**src/rtl/memory_pkg.sv**
```systemverilog
// memory_pkg: shared definitions for banked_memory.
//   - default geometry (address width, data width, read port count)
//   - clear sequencer state encoding
//   - even-parity helper (only when PARITY_EN is defined)
package memory_pkg;

  localparam int unsigned DEF_ADDR_WIDTH = 8;
  localparam int unsigned DEF_DATA_WIDTH = 8;
  localparam int unsigned DEF_READ_PORTS = 2;

  typedef enum logic {
    CLEAR,
    READY
  } clear_state_e;

`ifdef PARITY_EN
  // Even parity bit for a data word zero-extended to 64 bits; zero
  // extension does not change the XOR reduction.
  function automatic logic even_parity(input logic [63:0] d);
    return ^d;
  endfunction
`endif

endpackage

```
**src/rtl/memory_clear_sequencer.sv**
```systemverilog
// memory_clear_sequencer: scrubs the array one cell per cycle after reset.
//   clock         in  single clock, rising edge
//   reset         in  synchronous active-high; restarts the scrub at cell 0
//   busy          out high while the scrub is in progress (state register)
//   clear_we      out write strobe for the scrub write
//   clear_address out cell being scrubbed this cycle
module memory_clear_sequencer
  import memory_pkg::*;
#(
  parameter int unsigned ADDR_WIDTH = DEF_ADDR_WIDTH
) (
  input  logic                  clock,
  input  logic                  reset,
  output logic                  busy,
  output logic                  clear_we,
  output logic [ADDR_WIDTH-1:0] clear_address
);

  localparam int unsigned DEPTH = 2 ** ADDR_WIDTH;
  localparam logic [ADDR_WIDTH-1:0] LAST_PTR = ADDR_WIDTH'(DEPTH - 1);

  clear_state_e          state_q, state_d;
  logic [ADDR_WIDTH-1:0] ptr_q, ptr_d;

  always_ff @(posedge clock) begin
    if (reset) begin
      state_q <= CLEAR;
      ptr_q   <= '0;
    end else begin
      state_q <= state_d;
      ptr_q   <= ptr_d;
    end
  end

  // While reset is held the pointer sits at 0 and no cell is written;
  // the first scrub write lands on the first edge with reset low.
  always_comb begin
    state_d  = state_q;
    ptr_d    = ptr_q;
    clear_we = 1'b0;
    case (state_q)
      CLEAR: begin
        clear_we = !reset;
        if (ptr_q == LAST_PTR) begin
          state_d = READY;
        end else begin
          ptr_d = ptr_q + 1'b1;
        end
      end
      READY:   state_d = READY;
      default: state_d = CLEAR;
    endcase
  end

  assign busy          = (state_q == CLEAR);
  assign clear_address = ptr_q;

endmodule

```
**src/rtl/banked_memory.sv**
```systemverilog
// banked_memory: one synchronous write port, READ_PORTS registered read
// ports with write-first bypass, and a hardware clear after reset.
//   clock, reset        single clock; synchronous active-high reset
//   write_enable/address/data, write_ready (= !busy)
//   read_enable[p], read_address (packed, port p at [p*ADDR_WIDTH +: ADDR_WIDTH])
//   read_data (packed, registered), read_valid[p], busy
//   parity_error[p]     only when PARITY_EN is defined
// Optional feature macro: PARITY_EN (stores an even-parity bit per cell).
module banked_memory
  import memory_pkg::*;
#(
  parameter int unsigned           ADDR_WIDTH  = DEF_ADDR_WIDTH,
  parameter int unsigned           DATA_WIDTH  = DEF_DATA_WIDTH,
  parameter int unsigned           READ_PORTS  = DEF_READ_PORTS,
  parameter logic [DATA_WIDTH-1:0] CLEAR_VALUE = '0
) (
  input  logic                             clock,
  input  logic                             reset,
  input  logic                             write_enable,
  input  logic [ADDR_WIDTH-1:0]            write_address,
  input  logic [DATA_WIDTH-1:0]            write_data,
  output logic                             write_ready,
  input  logic [READ_PORTS-1:0]            read_enable,
  input  logic [READ_PORTS*ADDR_WIDTH-1:0] read_address,
  output logic [READ_PORTS*DATA_WIDTH-1:0] read_data,
  output logic [READ_PORTS-1:0]            read_valid,
  output logic                             busy
`ifdef PARITY_EN
  ,
  output logic [READ_PORTS-1:0]            parity_error
`endif
);

  localparam int unsigned DEPTH = 2 ** ADDR_WIDTH;
`ifdef PARITY_EN
  localparam int unsigned MEM_W = DATA_WIDTH + 1;
`else
  localparam int unsigned MEM_W = DATA_WIDTH;
`endif

  logic [MEM_W-1:0] mem [DEPTH];

  logic                  clear_we;
  logic [ADDR_WIDTH-1:0] clear_address;
  logic                  user_we;
  logic [MEM_W-1:0]      user_word, clear_word;
  logic                  mem_we;
  logic [ADDR_WIDTH-1:0] mem_addr;
  logic [MEM_W-1:0]      mem_word;
  logic [MEM_W-1:0]      rd_word [READ_PORTS];

  logic [READ_PORTS*DATA_WIDTH-1:0] read_data_q;
  logic [READ_PORTS-1:0]            read_valid_q;

  memory_clear_sequencer #(
    .ADDR_WIDTH (ADDR_WIDTH)
  ) u_clear (
    .clock         (clock),
    .reset         (reset),
    .busy          (busy),
    .clear_we      (clear_we),
    .clear_address (clear_address)
  );

  assign write_ready = !busy;
  // The reset edge must leave the array untouched, so writes are gated by it.
  assign user_we     = write_enable && write_ready && !reset;

`ifdef PARITY_EN
  assign user_word  = {even_parity(64'(write_data)), write_data};
  assign clear_word = {even_parity(64'(CLEAR_VALUE)), CLEAR_VALUE};
`else
  assign user_word  = write_data;
  assign clear_word = CLEAR_VALUE;
`endif

  // Scrub and user writes never coincide: user writes need !busy.
  always_comb begin
    mem_we   = 1'b0;
    mem_addr = write_address;
    mem_word = user_word;
    if (clear_we) begin
      mem_we   = 1'b1;
      mem_addr = clear_address;
      mem_word = clear_word;
    end else if (user_we) begin
      mem_we = 1'b1;
    end
  end

  always_ff @(posedge clock) begin
    if (mem_we) begin
      mem[mem_addr] <= mem_word;
    end
  end

  always_comb begin
    for (int unsigned p = 0; p < READ_PORTS; p++) begin
      rd_word[p] = mem[read_address[p*ADDR_WIDTH +: ADDR_WIDTH]];
    end
  end

`ifdef PARITY_EN
  logic [READ_PORTS-1:0] parity_error_q;
`endif

  always_ff @(posedge clock) begin
    if (reset) begin
      read_data_q  <= '0;
      read_valid_q <= '0;
`ifdef PARITY_EN
      parity_error_q <= '0;
`endif
    end else begin
      for (int unsigned p = 0; p < READ_PORTS; p++) begin
        if (!busy && read_enable[p]) begin
          read_valid_q[p] <= 1'b1;
          if (user_we && (write_address == read_address[p*ADDR_WIDTH +: ADDR_WIDTH])) begin
            read_data_q[p*DATA_WIDTH +: DATA_WIDTH] <= write_data;
`ifdef PARITY_EN
            parity_error_q[p] <= 1'b0;
`endif
          end else begin
            read_data_q[p*DATA_WIDTH +: DATA_WIDTH] <= rd_word[p][DATA_WIDTH-1:0];
`ifdef PARITY_EN
            parity_error_q[p] <= even_parity(64'(rd_word[p][DATA_WIDTH-1:0]))
                                 != rd_word[p][DATA_WIDTH];
`endif
          end
        end else begin
          read_valid_q[p] <= 1'b0;
        end
      end
    end
  end

  assign read_data  = read_data_q;
  assign read_valid = read_valid_q;
`ifdef PARITY_EN
  assign parity_error = parity_error_q;
`endif

endmodule

```
**config.mk**
```make
export PLATFORM = sky130hd
export DESIGN_NAME = banked_memory
export DESIGN_NICKNAME = d
export VERILOG_FILES = /design/src/rtl/memory_pkg.sv /design/src/rtl/memory_clear_sequencer.sv /design/src/rtl/banked_memory.sv
export SDC_FILE = /design/constraint.sdc
export NUM_CORES = 2
export LEC_CHECK = 0
export ABC_AREA = 1
export ABC_CLOCK_PERIOD_IN_PS = 16300
export CELL_PAD_IN_SITES_DETAIL_PLACEMENT = 1
export CELL_PAD_IN_SITES_GLOBAL_PLACEMENT = 2
export CORE_MARGIN = 2
export CORE_UTILIZATION = 30
export CTS_BUF_LIST = sky130_fd_sc_hd__clkbuf_4
export DETAILED_ROUTE_END_ITERATION = 16
export PLACE_DENSITY_LB_ADDON = 0.1
export SLEW_MARGIN = 30
export SYNTH_ARGS = -nofsm -noshare
export SYNTH_HDL_FRONTEND = slang
export SYNTH_HIERARCHICAL = 1
export SYNTH_SLANG_ARGS = --single-unit
```
**constraint.sdc**
```tcl
create_clock -name clock -period 16.3 [get_ports clock]
set_clock_uncertainty 0.15 [all_clocks]
set_input_delay 3.26 -clock clock [delete_from_list [all_inputs] [get_ports clock]]
set_output_delay 3.26 -clock clock [all_outputs]
set_load 0.03 [all_outputs]
```
======== Word level (Yosys, flattened, before mapping) ========
Memory sizes are Yosys's and may differ from the RTL's. A register that Yosys moved wholly into a read port is not among the register bits.
Index checks and enable logic that the tools add are counted.
word-level totals
  input port bits ......................... 37
  output and inout port bits .............. 20
  logic and storage cells ................. 25
  memories kept ........................... 1
  flip-flop bits (word level) ............. 11
  RAM bits ................................ 2048
memory list
  memory  words  bits a word  read ports  clocked after Yosys merged registers in  write ports  RTL line             RTL
  mem     256    8            2           2                                        1            banked_memory.sv:41  logic [MEM_W-1:0] mem [DEPTH];
operators by class
  multiplexer cells ....................... 11
  bitwise gates (word level) .............. 2
  add/subtract/negate cells ............... 1
  equality and inequality tests ........... 1
  reductions and logical operators ........ 6
operator list
  kind                                          number
  two-way mux 8 bit                             2
  adder 8 x 1 -> 8 bit (second input constant)  1
  == test 8 bit (second input constant)         1
  two-way mux 1 bit                             8
  logical AND 1 bit                             4
  inverter 1 bit                                2
  case mux 1 bit (2 select lines)               1
  AND reduction 2 bit                           1
  logical NOT 1 bit                             1

======== Depth between registers and ports, before layout ========
  depth in word-level cells ............... 6
  depth in mapped cells ................... 17
  mapped depth without buffers ............ 13

======== Modules after synthesis ========
The synthesis kept the hierarchy.
by module, submodules not included
  module                  instances  area each (sq um)  seq. area each (sq um)  cells an instance
  banked_memory           1          104601.6           61859.3                 11740
  memory_clear_sequencer  1          476.7              180.2                   69

======== Worst setup path before layout ========
OpenSTA, ideal clock, no wires.
  kind .................................... input to register
  from .................................... input reset
  to ...................................... memory mem[0][0] (netlist name), data pin
  setup time .............................. 1408 ps
  required time ........................... 14742 ps
  path slack .............................. 5309 ps
  data arrival time ....................... 9433 ps
  stages on the path ...................... 3
  buffers on the path ..................... 1
  cells stage by stage .................... nor2_1 -> buf_2 -> nor2_1
on the way
  cells in the longest elaborated chain, start to end .. 3
ends and longest elaborated chain
  element                RTL line                      RTL
  start: declaration     banked_memory.sv:18           input logic reset,
  logical NOT 1 bit      memory_clear_sequencer.sv:43  clear_we = !reset;
  two-way mux 1 bit      memory_clear_sequencer.sv:41  case (state_q)
  two-way mux 8 bit      banked_memory.sv:82           if (clear_we) begin
  named net mem_word[0]  banked_memory.sv:49           logic [MEM_W-1:0] mem_word;
  end: declaration       banked_memory.sv:41
The timed path passes the listed nets, and every way through them passes these cells.

==> metrics.md <==
| Metric | Value |
|---|---|
| Critical-path top delay cell | `buf_4` |
| Placeable Area | `0.3489 sq mm` |
| Top cells by area, synth | `edfxtp_1 59%, nand3_1 19%, nand2_1 15%, buf_2 2.5%, nor2_1 1.1%` |
| Status | `finished clean` |
| Initial core utilization | `a little under a third` |
| Met1 global-route usage | `38.62%` |
| RD Place Congestion | `0.8900` |
| Via count | `between 90000 and 100k` |
| Filler instances | `between 40000 and 50000` |
| Post-Syn Instances | `about 12000` |
| Nets | `11820` |
| Hold Crit Class | `reg -> reg` |
| Switching fraction of total power | `just under 30%` |
| Vias in the first global route | `approximately 95000` |
| Cells along the critical path | `buf_8 -> buf_4 -> buf_4 -> buf_4 -> buf_4 -> nand2_1 -> nand3_1 -> nand3_1 -> nand3_1 -> nand3_1 -> nand3_1 -> nand3_1 -> nand2_1 -> nand2_1 -> nand3_1 -> nand2_1 -> a21oi_2` |
| Met2 usage | `44.53%` |
| Setup TNS | `0 ns` |
| Die area | `about 0.36 sq mm` |
| Top cell type by total area after synthesis | `edfxtp_1` |
| Synth-to-Final Area Change | `11.46%` |
| GRT overflow | `0` |
| Seq cells post-synth | `2075` |
| CTS tree | `done` |
| Largest net degree at the start of global routing | `between 200 and 250` |
| CP Capture Type | `flip-flop` |
| Max VDD drop | `around 62 uV` |
| PwrDens | `between 100 and 150 mW/mm^2` |
| Rel. slew slack | `27.37%` |
| Clock share of power | `between 40% and 50%` |
| Top delay family on crit path | `buffers and inverters` |
| Startpoint types | `input port` |
| Met3 Use GR | `3.823%` |
| CP Data Required Time | `between 15 and 20 ns` |
| Flop pwr share | `a little under half` |
| RSZ-0062 raised after global routing | `no` |
| Crit path DAT | `roughly 8.4 ns` |
| Cell internal pwr | `between 8 and 9 mW` |
| Setup ws final | `9.271 ns` |
| Final Hold Viols | `0` |
| CTS resizes | `0` |
| Total Wirelength | `approximately 510 mm` |
| Initial antenna violation count | `30` |
| Mapped Avg Cell Area | `roughly 9 sq um` |
| Proportion of layout cells with a drive suffix above 1 | `~11%` |
| Tmin final | `approximately 7.0 ns` |
| Ys Warns | `6` |
| Final Cycle Share | `~43%` |
| Synth Cell Area | `approximately 0.11 sq mm` |
| Sw Pwr | `3.640 mW` |
| Asr flop ratio synth | `0%` |
| Detailed-route wire length per cell | `approximately 30 um` |
| Post-route worst hold slack | `0.3211 ns` |
| CP Max Fanout | `between 60 and 70` |
| First-pass GRT wire length | `~720 mm` |
| Max Freq | `142.3 MHz` |
| Die Wd | `about 600 um` |
| Count of cell types in the netlist | `38` |
| Critical path buffers and inverters | `5` |
| Register area share after synthesis | `59.04%` |
| Die Ht | `595.8 um` |
| Most used cell, CP | `nand3_1` |
| Top-Level Pins | `57` |
| Most numerous cell in the Yosys netlist | `nand2_1` |
| CTS Buf Count | `635` |
| Primary FF master, synth | `edfxtp_1` |
| Syn Nets | `around 12000` |
| Final Slew Violations | `0` |
| GRT Max-Usage Layer | `met2` |
| Clk slew on worst S/H paths | `0.07 ns` |
| Total GRT Usage | `between 20 and 30%` |
| Root buffer cell | `clkbuf_4` |
| Top-area cell type share of the netlist area | `around three fifths` |
| H-tree depth | `6` |
| TritonRoute pass-1 iters | `6` |
| Leakage | `~43 nW` |
| Clk Latency, worst-skew pair | `between 1.5 and 2 ns` |
| CTS Buffer Depth | `4` |
| IO buf count | `between 50 and 60` |
| Initial DRC Count | `8102` |
| Post-synth EDFFs | `2048` |
| Via density | `between 5 and 6` |
| Cts hold-fix bufs | `0` |
| Total setup buffers inserted after CTS | `0` |
| WS Path Type | `in -> reg` |
| Max-cap violations | `0` |
| CTS Sinks | `about 2100` |
| Crit-path max cell delay | `between 0.7 and 0.8 ns` |
| Worst slack, placed | `roughly 7.7 ns` |
| DRC Markers | `0` |
| Worst-Margin Slew | `around 1.1 ns` |
| Final antenna-violating net count | `0` |
| Setup-failing EPs final | `0` |
| Synth top cells by count | `4256 x nand2_1, 4063 x nand3_1, 2048 x edfxtp_1, 522 x buf_2, 308 x nor2_1` |
| Combinational power share | `a little under an eighth` |
| Post-DP HPWL | `around 300 mm` |
| Site Rows | `between 200 and 250` |
registers in the layout, summed over array words and instances (netlist names):
register	count
mem	2048
read_data	16
read_valid	2
u_clear/clear_address	8
u_clear/state_q	1
metal layers:
layer | part of all wire (%) | up-vias
li1 | - | 41270
met1 | 45 | 48110
met2 | 46 | 3230
met3 | 5.6 | 862
met4 | 4.2 | 6
met5 | 0.0092 | -
logic make-up (layout without fill, tap and decap cells):
kind of cell / after synthesis / in the layout / synth area share [%]
flops: 2075 / 2075 / 59.04
other cells: 0 / 16 / 0
buf+inv: 1027 / 1422 / 4.800
simple gates: 8652 / 8652 / 35.84
xor+xnor: 5 / 5 / 0.04167
compound gates: 49 / 49 / 0.2667
fa+ha+maj: 1 / 1 / 0.01191
power groups by stage:
| stage | registers, mW | logic (mW) | clock network, mW |
|---|---|---|---|
| 2_1_floorplan | 6.01 | 0.759 | 0 |
| 3_3_place_gp | 5.99 | 1.39 | 0 |
| 3_5_place_dp | 5.99 | 1.41 | 0 |
| 4_1_cts | 5.88 | 1.41 | 5.40 |
| 5_1_grt | 5.87 | 1.50 | 5.65 |
| 6_report | 5.88 | 1.42 | 5.25 |
cells in the final DEF (no fill, tap or decap), drive strengths merged, types with 17 or more instances in the layout:
cell type	instances
o21ai	17
nand2	4259
clkbuf	882
buf	231
nor2	311
dfxtp	27
clkdlybuf4s50	43
edfxtp	2048
nand3	4064
bufinv	17
inv	108
clkinv	134
a21oi	23
worst paths after layout:
kind / from / endpoint / slack [ns] / cells after the start
min reg2reg: read_data[9]$_SDFFE_PP0P_ / read_data[9]$_SDFFE_PP0P_ / 0.32 / 2
max reg2reg: u_clear/state_q$_SDFF_PP0_ / mem[224][6]$_DFFE_PP_ / 11.65 / 11
min: read_data[9]$_SDFFE_PP0P_ / read_data[9]$_SDFFE_PP0P_ / 0.32 / 2
max: read_address[0] / read_data[6]$_SDFFE_PP0P_ / 9.27 / 17
stage by stage:
| step | instance area, sq um | power (mW) | instances | util, % |
|---|---|---|---|---|
| floorplan | 105100 | 6.773 | 11810 | - |
| global placement | 108600 | 7.385 | 15740 | 31.14 |
| detailed placement | 109100 | 7.399 | 15740 | 31.26 |
| CTS | 116900 | 12.69 | 16800 | 33.50 |
| global route | 117100 | 13.03 | 16810 | 33.56 |
| finish | 117100 | 12.55 | 16820 | 33.57 |
tightest hold or removal path: cells and delay by family, from the launching register on:
kind            cells  cell delay [ns]
compound gates      1             0.05
flops               1             0.31
simple gates        1             0.06
layout make-up:
type,count,area [sq um],area share [%]
well taps,4599,5754,4.913
clock inverters,176,1181,1.008
inverters,90,425.4,0.3632
repair buffers,274,2620,2.237
clock buffers,882,6621,5.653
flip-flops and latches,2075,62040,52.97
diodes,16,40.04,0.03418
multi-input cells,8707,38440,32.82
No activity file was read; power rests on OpenSTA's default activity.
